## src/rtl/cic_array_sequencer.sv

```systemverilog
// Timing and readout controller for the PDM/CIC decimator array: PDM clock, CIC strobes,
// per-frame channel capture and valid/ready streaming. Define CIC_SEQ_CHMASK_EN for ch_mask.
module cic_array_sequencer #(
  parameter int unsigned NUM_CH    = 16,
  parameter int unsigned OUT_W     = 19,
  parameter int unsigned CLK_DIV   = 8,
  parameter int unsigned DEC_RATIO = 64,
  parameter int unsigned CAP_DLY   = 2
) (
  input  logic                        clk,
  input  logic                        rst,
  input  logic                        run,
  input  logic [NUM_CH*OUT_W-1:0]     ch_data,
`ifdef CIC_SEQ_CHMASK_EN
  input  logic [NUM_CH-1:0]           ch_mask,
`endif
  output logic                        pdm_clk,
  output logic                        pdm_ce,
  output logic                        dec_ce,
  output logic [OUT_W-1:0]            m_data,
  output logic [$clog2(NUM_CH)-1:0]   m_ch,
  output logic                        m_sof,
  output logic                        m_valid,
  input  logic                        m_ready,
  output logic                        busy,
  output logic                        overrun,
  input  logic                        clr_overrun
);

  localparam int unsigned ChW  = $clog2(NUM_CH);
  localparam int unsigned DivW = $clog2(CLK_DIV);
  localparam int unsigned DecW = (DEC_RATIO > 1) ? $clog2(DEC_RATIO) : 1;
  localparam int unsigned DlyW = $clog2(CAP_DLY + 1);

  typedef enum logic [1:0] {StIdle, StWait, StStream} state_e;

  state_e                    state_q;
  logic [DivW-1:0]           div_cnt_q;
  logic [DecW-1:0]           dec_cnt_q;
  logic [DlyW-1:0]           dly_q;
  logic [ChW-1:0]            idx_q;
  logic [NUM_CH*OUT_W-1:0]   shadow_q;
  logic [NUM_CH-1:0]         mask_q;
  logic [NUM_CH-1:0]         cap_mask;
  logic                      pdm_clk_q, pdm_ce_q, dec_ce_q;
  logic [OUT_W-1:0]          m_data_q;
  logic [ChW-1:0]            m_ch_q;
  logic                      m_sof_q, m_valid_q, overrun_q;
  logic                      first_found, next_found;
  logic [ChW-1:0]            first_idx, next_idx;

`ifdef CIC_SEQ_CHMASK_EN
  assign cap_mask = ch_mask;
`else
  assign cap_mask = '1;
`endif

  // Lowest enabled channel at capture, and next enabled channel above idx during streaming.
  always_comb begin
    first_found = 1'b0;
    first_idx   = '0;
    next_found  = 1'b0;
    next_idx    = '0;
    for (int i = int'(NUM_CH) - 1; i >= 0; i--) begin
      if (cap_mask[i]) begin
        first_found = 1'b1;
        first_idx   = ChW'(i);
      end
      if (mask_q[i] && (ChW'(i) > idx_q)) begin
        next_found = 1'b1;
        next_idx   = ChW'(i);
      end
    end
  end

  always_ff @(posedge clk or negedge rst) begin
    if (!rst) begin
      div_cnt_q <= '0;
      dec_cnt_q <= '0;
      pdm_clk_q <= 1'b0;
      pdm_ce_q  <= 1'b0;
      dec_ce_q  <= 1'b0;
    end else if (!run) begin
      div_cnt_q <= '0;
      dec_cnt_q <= '0;
      pdm_clk_q <= 1'b0;
      pdm_ce_q  <= 1'b0;
      dec_ce_q  <= 1'b0;
    end else begin
      div_cnt_q <= (div_cnt_q == DivW'(CLK_DIV - 1)) ? '0 : div_cnt_q + 1'b1;
      pdm_clk_q <= (div_cnt_q < DivW'(CLK_DIV / 2));
      pdm_ce_q  <= (div_cnt_q == '0);
      dec_ce_q  <= (div_cnt_q == '0) && (dec_cnt_q == DecW'(DEC_RATIO - 1));
      if (div_cnt_q == '0) begin
        dec_cnt_q <= (dec_cnt_q == DecW'(DEC_RATIO - 1)) ? '0 : dec_cnt_q + 1'b1;
      end
    end
  end

  always_ff @(posedge clk or negedge rst) begin
    if (!rst) begin
      state_q   <= StIdle;
      dly_q     <= '0;
      idx_q     <= '0;
      shadow_q  <= '0;
      mask_q    <= '0;
      m_data_q  <= '0;
      m_ch_q    <= '0;
      m_sof_q   <= 1'b0;
      m_valid_q <= 1'b0;
      overrun_q <= 1'b0;
    end else begin
      // A strobe while a frame is in flight drops the new frame; set beats clear.
      if (dec_ce_q && (state_q != StIdle)) begin
        overrun_q <= 1'b1;
      end else if (clr_overrun) begin
        overrun_q <= 1'b0;
      end
      unique case (state_q)
        StIdle: begin
          if (dec_ce_q) begin
            state_q <= StWait;
            dly_q   <= DlyW'(CAP_DLY);
          end
        end
        StWait: begin
          if (dly_q <= DlyW'(1)) begin
            shadow_q  <= ch_data;
            mask_q    <= cap_mask;
            idx_q     <= first_idx;
            m_data_q  <= ch_data[first_idx*OUT_W +: OUT_W];
            m_ch_q    <= first_idx;
            m_sof_q   <= first_found;
            m_valid_q <= first_found;
            state_q   <= first_found ? StStream : StIdle;
          end else begin
            dly_q <= dly_q - 1'b1;
          end
        end
        StStream: begin
          if (m_valid_q && m_ready) begin
            if (next_found) begin
              idx_q    <= next_idx;
              m_data_q <= shadow_q[next_idx*OUT_W +: OUT_W];
              m_ch_q   <= next_idx;
              m_sof_q  <= 1'b0;
            end else begin
              m_valid_q <= 1'b0;
              m_sof_q   <= 1'b0;
              state_q   <= StIdle;
            end
          end
        end
        default: state_q <= StIdle;
      endcase
    end
  end

  assign pdm_clk = pdm_clk_q;
  assign pdm_ce  = pdm_ce_q;
  assign dec_ce  = dec_ce_q;
  assign m_data  = m_data_q;
  assign m_ch    = m_ch_q;
  assign m_sof   = m_sof_q;
  assign m_valid = m_valid_q;
  assign busy    = (state_q != StIdle);
  assign overrun = overrun_q;

endmodule

```

## config.mk

```make
export PLATFORM = sky130hd
export DESIGN_NAME = cic_array_sequencer
export DESIGN_NICKNAME = d
export VERILOG_FILES = /design/src/rtl/cic_array_sequencer.sv
export SDC_FILE = /design/constraint.sdc
export NUM_CORES = 1
export LEC_CHECK = 0
export CAP_MARGIN = 10
export CORE_ASPECT_RATIO = 1.75
export CORE_MARGIN = 2
export CORE_UTILIZATION = 45
export CTS_BUF_LIST = sky130_fd_sc_hd__clkbuf_4 sky130_fd_sc_hd__clkbuf_8
export CTS_CLUSTER_SIZE = 24
export DETAILED_ROUTE_END_ITERATION = 10
export GPL_ROUTABILITY_DRIVEN = 0
export PLACE_DENSITY = 0.72
export SLEW_MARGIN = 20
export SYNTH_ARGS = -nofsm -noshare
export SYNTH_HDL_FRONTEND = slang
export SYNTH_SLANG_ARGS = --single-unit
```

## constraint.sdc

```tcl
create_clock -name clk -period 3.73 [get_ports clk]
set_clock_uncertainty 0.2 [all_clocks]
set_input_delay 0.373 -clock clk [delete_from_list [all_inputs] [get_ports clk]]
set_output_delay 0.373 -clock clk [all_outputs]
set_load 0.1 [all_outputs]
```

# ---- Word-level counts from Yosys, hierarchy flattened
# Index checks and enable logic that the tools add are counted.
# Widths: inputs -> output; s select.
dict set report word_totals {
  reg_bits 347
  input_bits 309
  out_inout_bits 30
  wordCells 143
}
dict set report classes {
  addsub 3
  mul 1
  n_lt_le_gt_ge 18
  eq_ne 11
  shift 1
  mux 64
  n_reduce_logical 31
}
# op n
set op_table {}
lappend op_table {{$shiftx 304x10->19} 1}
lappend op_table {{$mux 4} 19}
lappend op_table {{$mux 19} 3}
lappend op_table {{$pmux 19 s2} 1}
lappend op_table {{$gt 4x4->1 const A} 8}
lappend op_table {{$mux 1} 25}
lappend op_table {{$logic_and 1x1->1} 19}
lappend op_table {{$mux 6} 3}
lappend op_table {{$gt 3x4->1 const A} 4}
lappend op_table {{$mux 2} 6}
lappend op_table {{$ne 2x2->1 const B} 6}
lappend op_table {{$reduce_and 4->1} 3}
lappend op_table {{$mul 4x5->9 const B} 1}
lappend op_table {{$gt 1x4->1 const A} 2}
lappend op_table {{$gt 2x4->1 const A} 2}
lappend op_table {{$pmux 4 s2} 1}
lappend op_table {{$reduce_bool 2->1} 4}
lappend op_table {{$add 6x1->6 const B} 1}
lappend op_table {{$eq 6x6->1 const B} 1}
lappend op_table {{$mux 3} 2}
lappend op_table {{$pmux 2 s3} 1}
lappend op_table {{$reduce_and 3->1} 2}
lappend op_table {{$pmux 1 s2} 2}
lappend op_table {{$pmux 2 s2} 1}
lappend op_table {{other kinds (11)} 11}

# ---- Depth between registers and ports, before layout
dict set report logic_depth {
  ltp_word 23
  depth_mapped 10
  mapped_depth_nobuf 9
}

# ---- Least setup slack after synthesis
# OpenSTA, ideal clock, no wires.
dict set report synth_path {
  path_kind {flip-flop to flip-flop}
  start {register, netlist name m_ch[0]}
  end {register m_data_q[10], in the netlist m_data[10]}
  setup_ns 0.128
  arrival_time_ns 2.329
  t_required_ns 3.402
  path_slack_ns 1.072
  stages_incl_launch_ff 8
  n_path_buf 3
  cell_sequence {dfrtp_1 > buf_6 > nand2b_4 > buf_6 > buf_6 > mux4_1 > a22oi_1 > a31oi_1}
}
# element line_no
set synth_lines {}
lappend synth_lines {{end signal: assignment} 131} ;# m_data_q <= ch_data[first_idx*OUT_W +: OUT_W];
lappend synth_lines {{end signal: assignment} 144} ;# m_data_q <= shadow_q[next_idx*OUT_W +: OUT_W];
lappend synth_lines {{end: declaration} 46} ;# logic [OUT_W-1:0] m_data_q;

# ---- Worst setup path after layout
dict set report layout_path {
  start {register state_q[1]}
  end {output busy}
}
dict set report layout_via {
  elab_chain_len 1
}
# element line_no
set layout_lines {}
lappend layout_lines {{start: declaration} 37} ;# state_e state_q;
lappend layout_lines {{start signal: assignment} 102} ;# state_q <= StIdle;
lappend layout_lines {{start signal: assignment} 122} ;# state_q <= StWait;
lappend layout_lines {{start signal: assignment} 135} ;# state_q <= first_found ? StStream : StIdle;
lappend layout_lines {{$reduce_bool 2->1} 166} ;# assign busy = (state_q != StIdle);
lappend layout_lines {{end: declaration} 25} ;# output logic busy,
# Every way passes these cells.

==> results.md <==
- The run finished with clean final reports.
- The core box area is 35070 um^2.
- The clock transition time at the flip-flop clock pins of the worst setup and hold paths is 70 ps.
- For flop-to-flop paths, the worst setup slack is 910 ps.
- The number of warnings printed during yosys synthesis is 0.
- In the finished design, the share of the clock period the worst path needs comes to 0.8168.
- The clock tree root driver cell is clkbuf_8.
- The static power due to leakage is between 0.009 and 0.01 uW.
- The overall die width is 146.2 um.
- The final-stage net count is 2451.
- The I/O pin count is between 300 and 400.
- The number of clock buffers added by TritonCTS is 50.
- The flip-flop and latch count after synthesis is 347.
- Along the worst path, the maximum fanout reaches 10.
- The number of setup violations in the final report is 0.
- The residual overflow from global routing is 0.
- The CTS tree is done.
- Setup repair after global routing left no endpoint under its margin.
- The number of antenna violations at the first check in global routing is 10.
- The shortest clock period the worst path allows after layout is 3047 ps.
- The fraction of layout cells with a size suffix above 1 is 0.08138.
- The hold path depth is 3.
- After floorplanning, the core was divided into 91 placement rows.
- The startpoint identified for the worst register-to-register timing path is m_ch[0]$_DFFE_PN0P_.
- The worst setup path is captured at a primary output.
- The number of enable flip-flop cells after synthesis is 0.
- The routed design uses ~27000 um of met2 wire.
- The area growth from synthesis to final layout is 31.99%.
- The total routed wire length on the met1 layer is roughly 19000 um.
- Once the clock tree was built, the resizer swapped 0 gates to a different size.
- Broken down by cell family, the worst path's largest delay share belongs to buffers and inverters.
- The count of filler cells inserted in the layout is 3111.
- Synthesis produced 1816 cells.
- The ratio of routed vias to standard cells is between 5 and 6.
- STA puts the critical path data required time at 3160 ps.
- The post-route DRC violation count is 0.
- The area of the mapped netlist is 15920 um^2.
- The share of the yosys chip area belonging to registers is 0.5456.
- The initial cell density of the core is 0.4538.
- The floorplan step defined a die boundary enclosing about 37000 um^2.
- After detailed routing, the total wire length is approximately 53000 um.
- For this run, asynchronously set or reset flops after synthesis account for 1.000.
- In the global route stage, overall resource usage came out at 0.2841.
- The worst slew slack as a fraction of its limit is 0.2605.
- In this run the vertical extent of the chip is 252.8 um.
- The critical path is of the reg2out type.
- The total iterations of the first detailed-routing run is 5.
- The number of cells on the worst reg-to-reg path is 7.
- Wire segments on met3 add up to 3739 um in the final route.
- The launch instance of the worst min-delay path is ch_data[59].
- The total count of max-transition violations in the final report was 0.
- The HPWL after detailed placement is 39510 um.
- For hold timing, the worst endpoint is shadow_q[59]$_DFFE_PN0P_.
- The completed layout was analyzed and its total power is 7826 uW.
- In this run the deepest clock path goes through 3 buffers.
- The top cell type's share of synthesized area is 0.5456.
- The area occupied by multi-input gates is ~6600 um^2.
- Yosys mapped the design onto 46 distinct sky130hd cell types.
- Buffers placed on the I/O ports in this run total 338.
- The terminus of the critical flop-to-flop path is m_data[2]$_DFFE_PN0P_.
- The detail-routed net length per standard cell is 20.04 um.
- The maximum single-stage delay on the critical path is 1130 ps.
- The H-tree was split into 2 levels.
- For the pin with the worst max-slew slack, the measured transition is 1106 ps.
- IR analysis of the VDD net gives a maximum drop of 0.0002302 V.
- The first global-routing pass estimated 80430 um of wire.
- CTS saw 347 sinks.
- The power density relative to cell area is ~370 nW/um^2.
- Max-cap violations in this run came to 0.
- The number of global-route vias before repair is roughly 15000.
- dfrtp_1 takes more of the synthesized area than any other cell.
- The commonest cells after synthesis are nand2_1, dfrtp_1, buf_2, clkbuf_1, a21oi_1.
- The post-route setup TNS is 0 ps.
- The type of element launching the critical path is a flop.
- The library cell with the highest instance count after synthesis is nand2_1.
- The uppermost signal routing layer after detailed routing is met5.
- The count of antenna-violating nets left after detailed routing is 0.
- The largest net degree at the start of global routing is 134.
- Among all flip-flop cells after synthesis, the most frequent one is dfrtp_1.
- The worst hold path belongs to the class in2reg.
- Sorting the synthesized cells by area gives the leading types as dfrtp_1, nand2_1, mux4_2.
- The area taken by flip-flops and latches is 8683 um^2.
- The sum of buffers and inverters on the critical path is 1.
- At the later pin of the worst-skew pair, clock insertion delay measures approximately 610 ps.
- Based on the critical path, the design can be clocked at up to about 330 MHz.
- Traced cell by cell, the critical path runs through or2_2 > clkdlybuf4s50_1.
- The number of hold violations in the final report is 0.
- After synthesis, the mean cell area works out to approximately 8.8 um^2.
- Among all stages on the critical path, the largest delay is contributed by clkdlybuf4s50_1.
- The data arrival at the endpoint of the critical path is 2470 ps.
- The number of DRC markers after the initial detailed-route iteration is around 1200.
- The final route contains 14080 vias.
- The synthesized netlist net count is 2130.
==> state kept, by name (all words and copies together) (netlist names) <==
signal	count
shadow_q	304
m_data	19
dec_cnt_q	6
m_ch	4
div_cnt_q	3
dly_q	2
state_q	2
dec_ce	1
m_sof	1
m_valid	1
mask_q	1
overrun	1
pdm_ce	1
pdm_clk	1
==> metal layers <==
layer	track usage	vias up
li1	-	6494
met1	0.3291	6739
met2	0.4907	655
met3	0.05171	184
met4	0.1714	8
met5	0	-
==> layout make-up <==
cell class / instances / share of cell area
inverters: 6 / 0.001072
clock inverters: 17 / 0.01144
clock buffers: 73 / 0.04515
flip-flops and latches: 347 / 0.4134
repair buffers: 385 / 0.1854
well taps: 465 / 0.02770
diodes: 6 / 0.0007148
multi-input cells: 1347 / 0.3152
==> layout by cell type, fill, tap and decap left out, types with 20 or more instances in the layout <==
master,n
a21oi_1,42
and3_1,20
buf_4,34
clkbuf_8,64
clkdlybuf4s50_1,336
dfrtp_1,347
mux4_2,28
nand2_1,1043
nand2b_1,22
nand3_1,28
==> worst register-to-register path, cell delays in order, from the launching register on <==
cell and delay (ps):
dfrtp_1 360, buf_4 250, nand2b_4 440, buf_12 290, buf_4 240, mux4_2 520
a21oi_1 290, a31oi_1 120
==> worst max-delay path by stage <==
stage          slack [ps]  cells past startpoint                    from                     end
2_1_floorplan        1070                      7     m_ch[0]$_DFFE_PN0P_  m_data[10]$_DFFE_PN0P_
3_3_place_gp          950                      7     m_ch[0]$_DFFE_PN0P_   m_data[2]$_DFFE_PN0P_
3_5_place_dp          910                      7     m_ch[0]$_DFFE_PN0P_   m_data[2]$_DFFE_PN0P_
4_1_cts               650                      2  state_q[1]$_DFFE_PN0P_                    busy
5_1_grt               620                      2  state_q[1]$_DFFE_PN0P_                    busy
6_report              680                      2  state_q[1]$_DFFE_PN0P_                    busy
==> where the power goes <==
| part | switching (uW) | leakage [uW] | internal [uW] |
|---|---|---|---|
| Combinational | 173 | 0.00560 | 305 |
| Sequential | 5.46 | 0.00324 | 3770 |
| Clock | 1520 | 0.000622 | 2050 |
| Total | 1700 | 0.00946 | 6130 |
==> repair_timing <==
action	4_1_cts	5_1_grt
buffers inserted	0	0
setup endpoints to repair	0	0
hold buffers	2	0
hold endpoints to repair	347	0
==> logic make-up (layout without fill, tap and decap cells) <==
family | Yosys count | count (layout) | share of synthesized area
buffers and inverters | 122 | 481 | 0.03931
adders and majority gates | 5 | 5 | 0.003931
other | 0 | 6 | 0
DFF | 347 | 347 | 0.5456
muxes | 57 | 57 | 0.06808
and+or+nand+nor | 1144 | 1144 | 0.2837
xor gates and xnor gates | 3 | 3 | 0.001651
AOI/OAI and AO/OA | 138 | 138 | 0.05770
==> through the flow <==
step	hold slack, ps	utilization	cells	worst slack, ps	instance area, um^2
floorplan	-122.6	-	1816	1072	15920
global placement	-14.90	0.5641	2548	952.9	19780
detailed placement	-14.11	0.5641	2548	913.6	19780
CTS	62.78	0.5986	2640	649.9	20990
global route	84.66	0.5990	2646	622.7	21010
finish	90.74	0.5990	2646	683.5	21010
(Power assumes the default switching activity.)
